==> src/rtl/cayde_pkg.sv <==
// cayde core shared types: memory op encodings and LSU state/size helpers.
package cayde_pkg;

  typedef enum logic [1:0] {
    LOAD_BYTE_U      = 2'd0,
    LOAD_HALF_WORD_U = 2'd1,
    LOAD_WORD        = 2'd2
  } load_op;

  typedef enum logic [1:0] {
    STORE_BYTE      = 2'd0,
    STORE_HALF_WORD = 2'd1,
    STORE_WORD      = 2'd2
  } store_op;

  typedef enum logic [1:0] {
    IDLE = 2'd0,
    REQ  = 2'd1,
    RESP = 2'd2,
    DONE = 2'd3
  } lsu_state;

  typedef enum logic [1:0] {
    SZ_BYTE = 2'd0,
    SZ_HALF = 2'd1,
    SZ_WORD = 2'd2,
    SZ_BAD  = 2'd3
  } lsu_size_e;

  localparam int LSU_TIMEOUT_DEFAULT = 16;

  function automatic lsu_size_e op_size(
    logic    we,
    load_op  lop,
    store_op sop
  );
    lsu_size_e s;
    s = SZ_BAD;
    if (we) begin
      case (sop)
        STORE_BYTE:      s = SZ_BYTE;
        STORE_HALF_WORD: s = SZ_HALF;
        STORE_WORD:      s = SZ_WORD;
        default:         s = SZ_BAD;
      endcase
    end else begin
      case (lop)
        LOAD_BYTE_U:      s = SZ_BYTE;
        LOAD_HALF_WORD_U: s = SZ_HALF;
        LOAD_WORD:        s = SZ_WORD;
        default:          s = SZ_BAD;
      endcase
    end
    return s;
  endfunction

endpackage

==> src/rtl/cayde_lsu_align.sv <==
// Byte-lane logic for the LSU: enables, store replication,
// load extraction and alignment trap detection.
module cayde_lsu_align
  import cayde_pkg::*;
(
  input  logic        we_i,
  input  load_op      load_op_i,
  input  store_op     store_op_i,
  input  logic [1:0]  off_i,
  input  logic [31:0] wdata_i,
  input  logic [31:0] rdata_i,
  output logic [3:0]  be_o,
  output logic [31:0] wdata_o,
  output logic [31:0] rdata_o,
  output logic        misaligned_o
);

  lsu_size_e size;

  assign size = op_size(we_i, load_op_i, store_op_i);

  always_comb begin
    be_o         = '0;
    wdata_o      = '0;
    rdata_o      = '0;
    misaligned_o = 1'b0;
    case (size)
      SZ_BYTE: begin
        be_o    = 4'b0001 << off_i;
        wdata_o = {4{wdata_i[7:0]}};
        rdata_o = {24'h0, rdata_i[{off_i, 3'b000} +: 8]};
      end
      SZ_HALF: begin
        misaligned_o = off_i[0];
        be_o         = 4'b0011 << off_i;
        wdata_o      = {2{wdata_i[15:0]}};
        rdata_o      = {16'h0, rdata_i[{off_i[1], 4'b0000} +: 16]};
      end
      SZ_WORD: begin
        misaligned_o = |off_i;
        be_o         = 4'b1111;
        wdata_o      = wdata_i;
        rdata_o      = rdata_i;
      end
      // unknown encodings trap and never reach the bus
      default: misaligned_o = 1'b1;
    endcase
  end

endmodule

==> src/rtl/cayde_lsu.sv <==
// cayde load/store unit: sequences one data-bus access per request
// and stalls the core until completion, trap or timeout.
module cayde_lsu
  import cayde_pkg::*;
#(
  parameter int TIMEOUT = LSU_TIMEOUT_DEFAULT
) (
  input  logic        clk,
  input  logic        rst,
  input  logic        lsu_req_in,
  input  logic        lsu_we_in,
  input  load_op      load_op_in,
  input  store_op     store_op_in,
  input  logic [31:0] addr_in,
  input  logic [31:0] wdata_in,
  output logic        lsu_busy_out,
  output logic        lsu_done_out,
  output logic [31:0] rdata_out,
  output logic        misaligned_out,
  output logic        bus_err_out,
  output logic        data_req_out,
  input  logic        data_gnt_in,
  output logic [31:0] data_addr_out,
  output logic        data_we_out,
  output logic [3:0]  data_be_out,
  output logic [31:0] data_wdata_out,
  input  logic        data_rvalid_in,
  input  logic [31:0] data_rdata_in
);

  localparam int CW = (TIMEOUT > 2) ? $clog2(TIMEOUT) : 1;
  localparam logic [CW-1:0] CNT_LAST = CW'(TIMEOUT - 1);

  lsu_state    state_q, state_d;
  logic        we_q, we_d;
  load_op      lop_q, lop_d;
  store_op     sop_q, sop_d;
  logic [31:0] addr_q, addr_d;
  logic [31:0] wdata_q, wdata_d;
  logic [CW-1:0] cnt_q, cnt_d;
  logic        mis_q, mis_d;
  logic        berr_q, berr_d;
  logic [31:0] rdata_q, rdata_d;

  logic        idle, in_req;
  logic        a_we;
  load_op      a_lop;
  store_op     a_sop;
  logic [1:0]  a_off;
  logic [31:0] a_wdata;
  logic [3:0]  a_be;
  logic [31:0] a_wrep;
  logic [31:0] a_rext;
  logic        a_mis;

  assign idle   = (state_q == IDLE);
  assign in_req = (state_q == REQ);

  // in IDLE the trap check looks at the live request, later at the latched op
  assign a_we    = idle ? lsu_we_in   : we_q;
  assign a_lop   = idle ? load_op_in  : lop_q;
  assign a_sop   = idle ? store_op_in : sop_q;
  assign a_off   = idle ? addr_in[1:0] : addr_q[1:0];
  assign a_wdata = idle ? wdata_in    : wdata_q;

  cayde_lsu_align u_align (
    .we_i         (a_we),
    .load_op_i    (a_lop),
    .store_op_i   (a_sop),
    .off_i        (a_off),
    .wdata_i      (a_wdata),
    .rdata_i      (data_rdata_in),
    .be_o         (a_be),
    .wdata_o      (a_wrep),
    .rdata_o      (a_rext),
    .misaligned_o (a_mis)
  );

  always_comb begin
    state_d = state_q;
    we_d    = we_q;
    lop_d   = lop_q;
    sop_d   = sop_q;
    addr_d  = addr_q;
    wdata_d = wdata_q;
    cnt_d   = cnt_q;
    mis_d   = mis_q;
    berr_d  = berr_q;
    rdata_d = rdata_q;
    case (state_q)
      IDLE: begin
        if (lsu_req_in) begin
          we_d    = lsu_we_in;
          lop_d   = load_op_in;
          sop_d   = store_op_in;
          addr_d  = addr_in;
          wdata_d = wdata_in;
          mis_d   = a_mis;
          berr_d  = 1'b0;
          state_d = a_mis ? DONE : REQ;
        end
      end
      REQ: begin
        if (data_gnt_in) begin
          cnt_d   = '0;
          state_d = RESP;
        end
      end
      RESP: begin
        if (data_rvalid_in) begin
          if (!we_q) rdata_d = a_rext;
          state_d = DONE;
        end else if (cnt_q == CNT_LAST) begin
          berr_d  = 1'b1;
          state_d = DONE;
        end else begin
          cnt_d = cnt_q + CW'(1);
        end
      end
      DONE:    state_d = IDLE;
      default: state_d = IDLE;
    endcase
  end

  always_ff @(posedge clk or posedge rst) begin
    if (rst) begin
      state_q <= IDLE;
      we_q    <= 1'b0;
      lop_q   <= LOAD_BYTE_U;
      sop_q   <= STORE_BYTE;
      addr_q  <= '0;
      wdata_q <= '0;
      cnt_q   <= '0;
      mis_q   <= 1'b0;
      berr_q  <= 1'b0;
      rdata_q <= '0;
    end else begin
      state_q <= state_d;
      we_q    <= we_d;
      lop_q   <= lop_d;
      sop_q   <= sop_d;
      addr_q  <= addr_d;
      wdata_q <= wdata_d;
      cnt_q   <= cnt_d;
      mis_q   <= mis_d;
      berr_q  <= berr_d;
      rdata_q <= rdata_d;
    end
  end

  assign lsu_busy_out   = !idle;
  assign lsu_done_out   = (state_q == DONE);
  assign misaligned_out = lsu_done_out & mis_q;
  assign bus_err_out    = lsu_done_out & berr_q;
  assign rdata_out      = rdata_q;
  assign data_req_out   = in_req;
  assign data_addr_out  = in_req ? {addr_q[31:2], 2'b00} : '0;
  assign data_we_out    = in_req & we_q;
  assign data_be_out    = in_req ? a_be : '0;
  assign data_wdata_out = in_req ? a_wrep : '0;

endmodule

==> config.mk <==
export PLATFORM = sky130hd
export DESIGN_NAME = cayde_lsu
export DESIGN_NICKNAME = d
export VERILOG_FILES = /design/src/rtl/cayde_pkg.sv /design/src/rtl/cayde_lsu_align.sv /design/src/rtl/cayde_lsu.sv
export SDC_FILE = /design/constraint.sdc
export NUM_CORES = 1
export LEC_CHECK = 0
export CORE_MARGIN = 2
export CORE_UTILIZATION = 49
export CTS_CLUSTER_SIZE = 40
export DETAILED_ROUTE_END_ITERATION = 8
export MAX_ROUTING_LAYER = met4
export PLACE_DENSITY = 0.86
export SLEW_MARGIN = 25
export SYNTH_ARGS = -nofsm -noshare
export SYNTH_HDL_FRONTEND = slang
export SYNTH_SLANG_ARGS = --single-unit
==> constraint.sdc <==
create_clock -name clk -period 5.8 [get_ports clk]
set_clock_uncertainty 0.2 [all_clocks]
set_input_delay 1.16 -clock clk [delete_from_list [all_inputs] [get_ports clk]]
set_output_delay 1.16 -clock clk [all_outputs]
set_load 0.02 [all_outputs]
* Yosys cells after proc, flatten, opt, wreduce, memory -nomap -nowiden
Cells that the tools add are included.
** Storage, ports and cells
- Logic and storage cells :: 77
- Bits of input ports :: 106
- Output and inout port bits :: 106
- Flip-flop bits (word level) :: 109
** Cells by class
- Equality and inequality tests :: 16
- Shift operators :: 4
- Multiplexer cells :: 29
- Reductions and logical operators :: 13
- Add/subtract/negate cells :: 1
- Bitwise gates (word level) :: 4
** Operators with widths (count)
- 32-bit one-hot mux with 3 select lines :: 2
- 32-bit 2-to-1 mux :: 3
- 32-bit by 6-bit indexed part select with 16-bit output :: 1
- 32-bit by 6-bit indexed part select with 8-bit output :: 1
- 2-bit 2-to-1 mux :: 9
- 4-bit 2-to-1 mux :: 4
- 2-bit one-hot mux with 3 select lines :: 2
- 4-bit one-hot mux with 3 select lines :: 1
- 2-bit equality test, second input constant :: 5
- 2-bit != test, second input constant :: 5
- 2-bit by 1-bit equality test with 1-bit output, second input constant :: 4
- 2-bit logical NOT :: 4
- 2-bit one-hot mux with 4 select lines :: 1
- 4-bit one-hot mux with 2 select lines :: 1
- 4-bit AND reduction :: 2
- 3-bit AND reduction :: 2
- 4-bit by 1-bit adder with 4-bit output, second input constant :: 1
- 4-bit equality test, second input constant :: 1
- 1-bit 2-to-1 mux :: 4
- 2-bit nonzero test :: 2
- 1-bit by 2-bit << shifter with 4-bit output, first input constant :: 1
- 2-bit by 2-bit << shifter with 4-bit output, first input constant :: 1
- 1-bit bitwise AND :: 3
- 3-bit != test, second input constant :: 1
- 6 further kinds :: 6

* Logic depth before layout (Yosys ltp)
Gate-level depths: netlist (run 1).
- Depth after elaboration :: 10
- Depth in mapped cells :: 11
- Depth with buffers taken out :: 7

* Cells and area by module
Synthesis (run 1) repeated with hierarchy kept, for this count alone.
** Unflattened totals
- Cell total of the unflattened synthesis :: 538
- Area, all modules :: 6447.4 um^2
** By module, submodules not included
- cayde_lsu :: instances 1, cells each 386, sequential area each 2727.6 um^2, area each 5330.1 um^2
- cayde_lsu_align :: instances 1, cells each 152, sequential area each 0.0 um^2, area each 1117.3 um^2

* Worst setup path before layout (run 1)
No wires, ideal clock.
- Path kind :: input-to-output
- From :: input lsu_we_in
- To :: output data_wdata_out[24]
- Data arrival time :: 2.849 ns
- Data required time :: 4.440 ns
- Setup slack :: 1.591 ns
- Buffers on the path :: 1
- Stages :: 6
- Cells stage by stage :: mux2i_2 -> mux2i_4 -> and2_1 -> buf_4 -> nand2_2 -> o21ai_0
** Between the ends
- Cells in the longest elaborated chain, start to end :: 5
- Elaborated cells on any way between the ends :: 7
- Classes of those cells :: 2 x eq/ne; 4 x mux; 1 x reduce/logical
** RTL lines
- from (decl) :: RTL line cayde_lsu.sv:11 : input logic lsu_we_in,
- 1-bit 2-to-1 mux (*) :: RTL line cayde_lsu.sv:60 : assign a_we = idle ? lsu_we_in : we_q;
- 2-bit 2-to-1 mux (*) :: RTL line cayde_pkg.sv:39 : if (we) begin
- 2-bit equality test (tied with other cells) :: RTL line cayde_lsu_align.sv:27 : case (size)
- 32-bit one-hot mux with 3 select lines (*) :: RTL line cayde_lsu_align.sv:27
- 32-bit 2-to-1 mux (*) :: RTL line cayde_lsu.sv:160 : assign data_wdata_out = in_req ? a_wrep : '0;
- to (decl) :: RTL line cayde_lsu.sv:26 : output logic [31:0] data_wdata_out,
Mark *: on every way between the ends. The rest lies on a longest branch, timed or not.

* Final worst setup path (run 1)
- From :: input lsu_we_in
- To :: output data_wdata_out[13]
The elaborated chain is that of the path after synthesis.

==> flow_metrics.tcl, run 1 <==
set metrics [dict create \
    power_mw 4.998 \
    die_area_um2 13080 \
    ys_warn_count 0 \
    hold_viol_final 0 \
    first_global_vias 5235 \
    grt_pass1_wl_um 27080 \
    cp_max_fo 11 \
    die_y_um 114.4 \
    crit_path_top_delay_cell "clkdlybuf4s50_1" \
    synth_top_cell_by_area "dfrtp_1" \
    synth.distinct_cells 49 \
    num-nets-final 854 \
    synth_area_um2 5971 \
    cts_inserted_buffers 9 \
    grt-ovfl-total 0 \
    cts_setup_buffers 0 \
    seqCellArea_um2 2728 \
    tightest_slew_ns 0.9673 \
    cts_tree "yes" \
    drv_slew 0 \
    drv_cap 0 \
    synth_async_sr_flop_share_pct 100.0 \
    drt-total-wl_um 17090 \
    ys_seq_area_share_pct 45.68 \
    path_buf_inv 3 \
    core_area_um2 11960 \
    fmax_ghz 0.1909 \
    dpl-instance-area_um2 8159 \
    crit_path_max_incr_delay_ns 0.67 \
    worst-setup-path-type "in2out" \
    drc 0 \
    syn2layout_area_growth_pct 41.58 \
    die_w_um 114.4 \
    clock_latency_ns 0.35 \
    routed_via_density 5.680 \
    synth_top_cells_by_area "dfrtp_1, mux2_2, mux2i_1" \
    dp.final_hpwl_um 12440 \
    final-setup-viol-count 0 \
    status "complete, no violations" \
    gp_congestion 0.8780 \
    clkTransAtPathRegs_ns 0.07 \
    min_period_ns 5.237 \
    syn_area_per_cell_um2 10.90 \
    first_iter_violations 342 \
    fin_crit_sh_pct 90.30 \
    crit_chain "clkdlybuf4s50_1, mux2i_2, mux2i_4, buf_4, mux2i_1, nand2_1, o31ai_1, clkdlybuf4s50_1" \
    root_buffer "clkbuf_16" \
    critPathCaptureType "primary output" \
    nFillCells 895 \
    io_pins 212 \
    vias 5078 \
    power_density_nw_per_um2 591.2 \
    crit_top_cell "clkdlybuf4s50_1" \
    initial_core_util_pct 49.92 \
    synth_edf_count 0 \
    leakage_nw 3.490 \
    synth_top_area_share_pct 45.68 \
    dr.pass1.iters 5 \
    required_ns 4.44 \
    fin_area_um2 8453 \
    worst_ep_arrival_time_ns 3.88 \
    fin_setup_tns_ns 0 \
    port_buffers 209 \
    multi_input_area_um2 3025 \
    cts_sinks 109 \
    grt_max_degree 84 \
    antenna_found_initial 0 \
    synthFlopType "dfrtp_1" \
    antenna_left 0 \
    htree_levels 3 \
    postSynthCellCount 548 \
    slew_headroom_pct 35.28 \
    drive_gt1_share_pct 16.20 \
    crit_family "buffers and inverters" \
    wire_per_inst_um 19.12 \
    ys_top_cells_by_count "dfrtp_1, mux2_2, mux2i_1" \
    antenna_cells 0 \
    hold_buffers 0 \
    yosysMostFrequentCell "dfrtp_1" \
    start_kind "input port" \
    hold_path.class "reg2reg" \
    cts_buffer_depth 2 \
    cts_resized 0 \
    rows 40 \
    ir_drop_v 0.0004073 \
    rsz0062_at_grt "no" \
    grtUsageTotal_pct 27.34 \
    ys_ff_latch 109 \
]
[power by group]
group	switching, mW	internal [mW]	leakage, nW	total, mW
clock	0.284	0.333	0.145	0.616
combinational	1.61	1.44	2.00	3.05
sequential	0.211	1.12	1.34	1.33
total	2.11	2.89	3.49	5.00
[final timing paths]
check | startpoint | end | slack (ns) | cells past startpoint
min in group asynchronous | rst | cnt_q[2]$_DFFE_PP0P_ | 1.15 | 2
hold reg to reg | mis_q$_DFFE_PP0P_ | mis_q$_DFFE_PP0P_ | 0.27 | 2
max in group asynchronous | rst | wdata_q[5]$_DFFE_PP0P_ | 3.38 | 3
hold / removal | mis_q$_DFFE_PP0P_ | mis_q$_DFFE_PP0P_ | 0.27 | 2
setup reg to reg | state_q[0]$_DFFE_PP0P_ | rdata_out[7]$_DFFE_PP0P_ | 2.39 | 8
setup / recovery | lsu_we_in | data_wdata_out[13] | 0.56 | 8
[state kept, by name, summed over array words and instances (netlist names)]
register / cells
berr_q: 1
state_q: 2
sop_q: 2
lop_q: 2
wdata_q: 32
we_q: 1
rdata_out: 32
cnt_q: 4
mis_q: 1
addr_q: 32
[cells by family (layout without fill, tap and decap cells)]
group | after synthesis | count (layout) | synth area share, %
flip-flops | 109 | 109 | 45.68
multiplexers | 136 | 136 | 24.81
AO/OA/AOI/OAI | 103 | 103 | 12.41
buffers and inverters | 48 | 246 | 4.003
other | 1 | 2 | 0.06281
AND/OR/NAND/NOR | 145 | 145 | 11.78
adder cells (fa/ha/maj) | 6 | 6 | 1.257
[tightest hold or removal path, delay by kind of cell, from the launching register on]
family	cells	cell delay, ns
DFF	1	0.34
AOI/OAI and AO/OA	1	0.06
and+or+nand+nor	1	0.05
[cell usage in the layout, fill, tap and decap left out, types with 3 or more instances in the layout]
cell type,n
clkdlybuf4s50_1,209
dfrtp_1,109
mux2_2,76
mux2i_1,55
nand2_1,48
and2_1,34
nor2_1,32
o21ai_0,23
a221o_1,17
buf_4,13
nor3_1,11
a21oi_1,10
o32ai_1,9
o21ai_1,9
clkbuf_16,9
inv_1,7
o22a_1,6
o31ai_1,6
nor2b_1,5
ha_1,5
nand2b_1,4
a22o_1,4
clkinv_2,4
o22ai_1,3
[final cells by class]
class | count | area share [%]
timing repair buffer | 222 | 25.90
clock buffer | 9 | 2.664
clock inverter | 7 | 0.7845
inverter | 8 | 0.4144
multi-input combinational | 392 | 35.79
sequential | 109 | 32.27
tap | 147 | 2.176
[per-layer routing]
metal | share of wire, % | global-route usage [%] | vias up
met5 | 0 | - | -
met4 | 2.0 | 9.837 | 0
met3 | 8.0 | 6.247 | 27
met2 | 49 | 43.71 | 230
met1 | 41 | 34.21 | 2461
li1 | - | - | 2360
[through the flow]
stage	cells	hold slack [ns]	setup WS (ns)	utilization, %
after global routing	894	0.3144	0.4322	70.67
after floorplan	549	0.2418	1.566	-
after CTS	894	0.2800	0.5768	70.65
final	894	0.2733	0.5626	70.67
after detailed placement	878	0.2646	0.5875	68.21
after global placement	878	0.2581	0.6987	68.21
Note: power is estimated with default switching activity, not from simulation.
==> inputs of run 2 (changes only) <==
--- a/config.mk
+++ b/config.mk
@@ -9,6 +9,7 @@
 export CORE_UTILIZATION = 49
 export CTS_CLUSTER_SIZE = 40
 export DETAILED_ROUTE_END_ITERATION = 8
+export GPL_TIMING_DRIVEN = 0
 export MAX_ROUTING_LAYER = met4
 export PLACE_DENSITY = 0.86
 export SLEW_MARGIN = 25
==> run 2 against run 1 <==
Against the previous run:
- clock-buffer cell count did not move
- sequential power about the same
- clock power rose by 3.9%
- total power increased by 1.8%
- register-to-register slack gained 0.46 ns
- wire length increased by 6.0%
- first-iteration DRC count up 26%
- die area did not move
- maximum frequency shrank 2.8%
- via count increased by 5.7%
- cell count rose by 3.1%
- critical path type unchanged
- largest cell class unchanged
- highest routed layer unchanged
==> flow_metrics.tcl, run 2 (synthesis gave the netlist of run 1 again) <==
set metrics [dict create \
    syn2layout_area_growth_pct 43.71 \
    reg2reg_depth 9 \
    setup_slack_ns 0.4139 \
    rsz0062_at_grt "no" \
    worstHoldEndpoint "mis_q$_DFFE_PP0P_" \
    start_kind "input port" \
    gp_congestion 0.9033 \
    hold_viol_final 0 \
    dp.final_hpwl_um 13740 \
    nFillCells 886 \
    worst_ep_arrival_time_ns 4.03 \
    antenna_found_initial 0 \
    fin_cells 922 \
    power_density_nw_per_um2 592.8 \
    clock_latency_ns 0.36 \
    clkTransAtPathRegs_ns 0.07 \
    hold_start "mis_q$_DFFE_PP0P_" \
    whs_path_depth 2 \
    port_buffers 209 \
    cts_setup_buffers 0 \
    initial_core_util_pct 49.92 \
    htree_levels 3 \
    r2r_end "rdata_out[3]$_DFFE_PP0P_" \
    root_buffer "clkbuf_16" \
    die_y_um 114.4 \
    grt-ovfl-total 0 \
    grt_max_degree 61 \
    wire_per_inst_um 19.65 \
    tightest_slew_ns 1.019 \
    multi_input_area_um2 3008 \
    first_global_vias 5418 \
    antenna_left 0 \
    io_pins 212 \
    leakage_nw 3.550 \
    final-setup-viol-count 0 \
    fmax_ghz 0.1857 \
    die_area_um2 13080 \
    dp_slack_ns 0.4518 \
    ir_drop_v 0.0002978 \
    cts_inserted_buffers 9 \
    die_w_um 114.4 \
    fin_crit_sh_pct 92.86 \
    power_mw 5.086 \
    critPathCaptureType "primary output" \
    core_area_um2 11960 \
    status "complete, no violations" \
    hold_buffers 0 \
    first_iter_violations 431 \
    num-nets-final 882 \
    cp_max_fo 10 \
    rows 40 \
    antenna_cells 0 \
    rrSetupSlack_ns 2.85 \
    drv_cap 0 \
    cts_resized 0 \
    vias 5368 \
    r2r-start "state_q[0]$_DFFE_PP0P_" \
    seqCellArea_um2 2728 \
    routed_via_density 5.822 \
    grtUsageTotal_pct 28.78 \
    drv_slew 0 \
    layout_common_cells "clkdlybuf4s50_1, dfrtp_1, mux2_2, mux2i_1, nand2_1" \
    min_period_ns 5.386 \
    cts_sinks 109 \
    drive_gt1_share_pct 16.00 \
    drt-total-wl_um 18120 \
    worst-setup-path-type "in2out" \
    hold_path.class "reg2reg" \
    drc 0 \
    grt_pass1_wl_um 28350 \
    required_ns 4.44 \
    slew_headroom_pct 31.37 \
    layout_commonest_cell "clkdlybuf4s50_1" \
    fin_setup_tns_ns 0 \
    cts_buffer_depth 2 \
    dr.pass1.iters 7 \
    cts_tree "yes" \
    placed_cells 906 \
]
[run 2: worst max-delay path by stage]
| stage | start | endpoint | slack, ns | cells after the start |
|---|---|---|---|---|
| 3_3_place_gp | rst | wdata_q[12]$_DFFE_PP0P_ | -0.006 | 2 |
| 6_report | lsu_we_in | data_wdata_out[30] | 0.41 | 8 |
| 3_5_place_dp | lsu_we_in | data_wdata_out[30] | 0.45 | 8 |
| 5_1_grt | lsu_we_in | data_wdata_out[12] | 0.30 | 7 |
| 4_1_cts | lsu_we_in | data_wdata_out[30] | 0.44 | 8 |
| 2_1_floorplan | rst | addr_q[0]$_DFFE_PP0P_ | 1.57 | 1 |
[run 2: through the flow]
stage                     util [%]  cell area [um^2]  hold WS, ns
final                        71.74              8581       0.2829
after global routing         71.74              8581       0.3147
after CTS                    71.74              8581       0.2911
after detailed placement     69.25              8283       0.2754
after global placement       68.97              8250       0.2649
after floorplan                  -              5974       0.2418
[run 2: layout make-up]
type / count / share of cell area [%]
Clock inverter: 7 / 0.8457
Multi-Input combinational cell: 392 / 35.05
Timing Repair Buffer: 210 / 24.70
Inverter: 8 / 0.4083
Clock buffer: 9 / 2.625
Tap cell: 147 / 2.143
Buffer: 40 / 2.435
Sequential cell: 109 / 31.79
[run 2: where the power goes]
part           switching, mW  total, mW  internal, mW
Clock                  0.303      0.640         0.337
Combinational           1.66       3.12          1.45
Sequential             0.208       1.33          1.12
Total                   2.17       5.09          2.91
[run 2: routing by layer]
metal	vias up	wire, um	GRT usage [%]
li1	2423	-	-
met1	2638	7537	35.45
met2	271	8835	47.22
met3	36	1345	5.876
met4	0	400	10.24
met5	-	0	-
[run 2: critical path, stage by stage]
cell and delay (ns):
clkdlybuf4s50_1 0.46, mux2i_2 0.40, mux2i_4 0.56, and2_1 0.19
buf_4 0.18, nand2_2 0.13, o22ai_1 0.25, clkdlybuf4s50_1 0.69
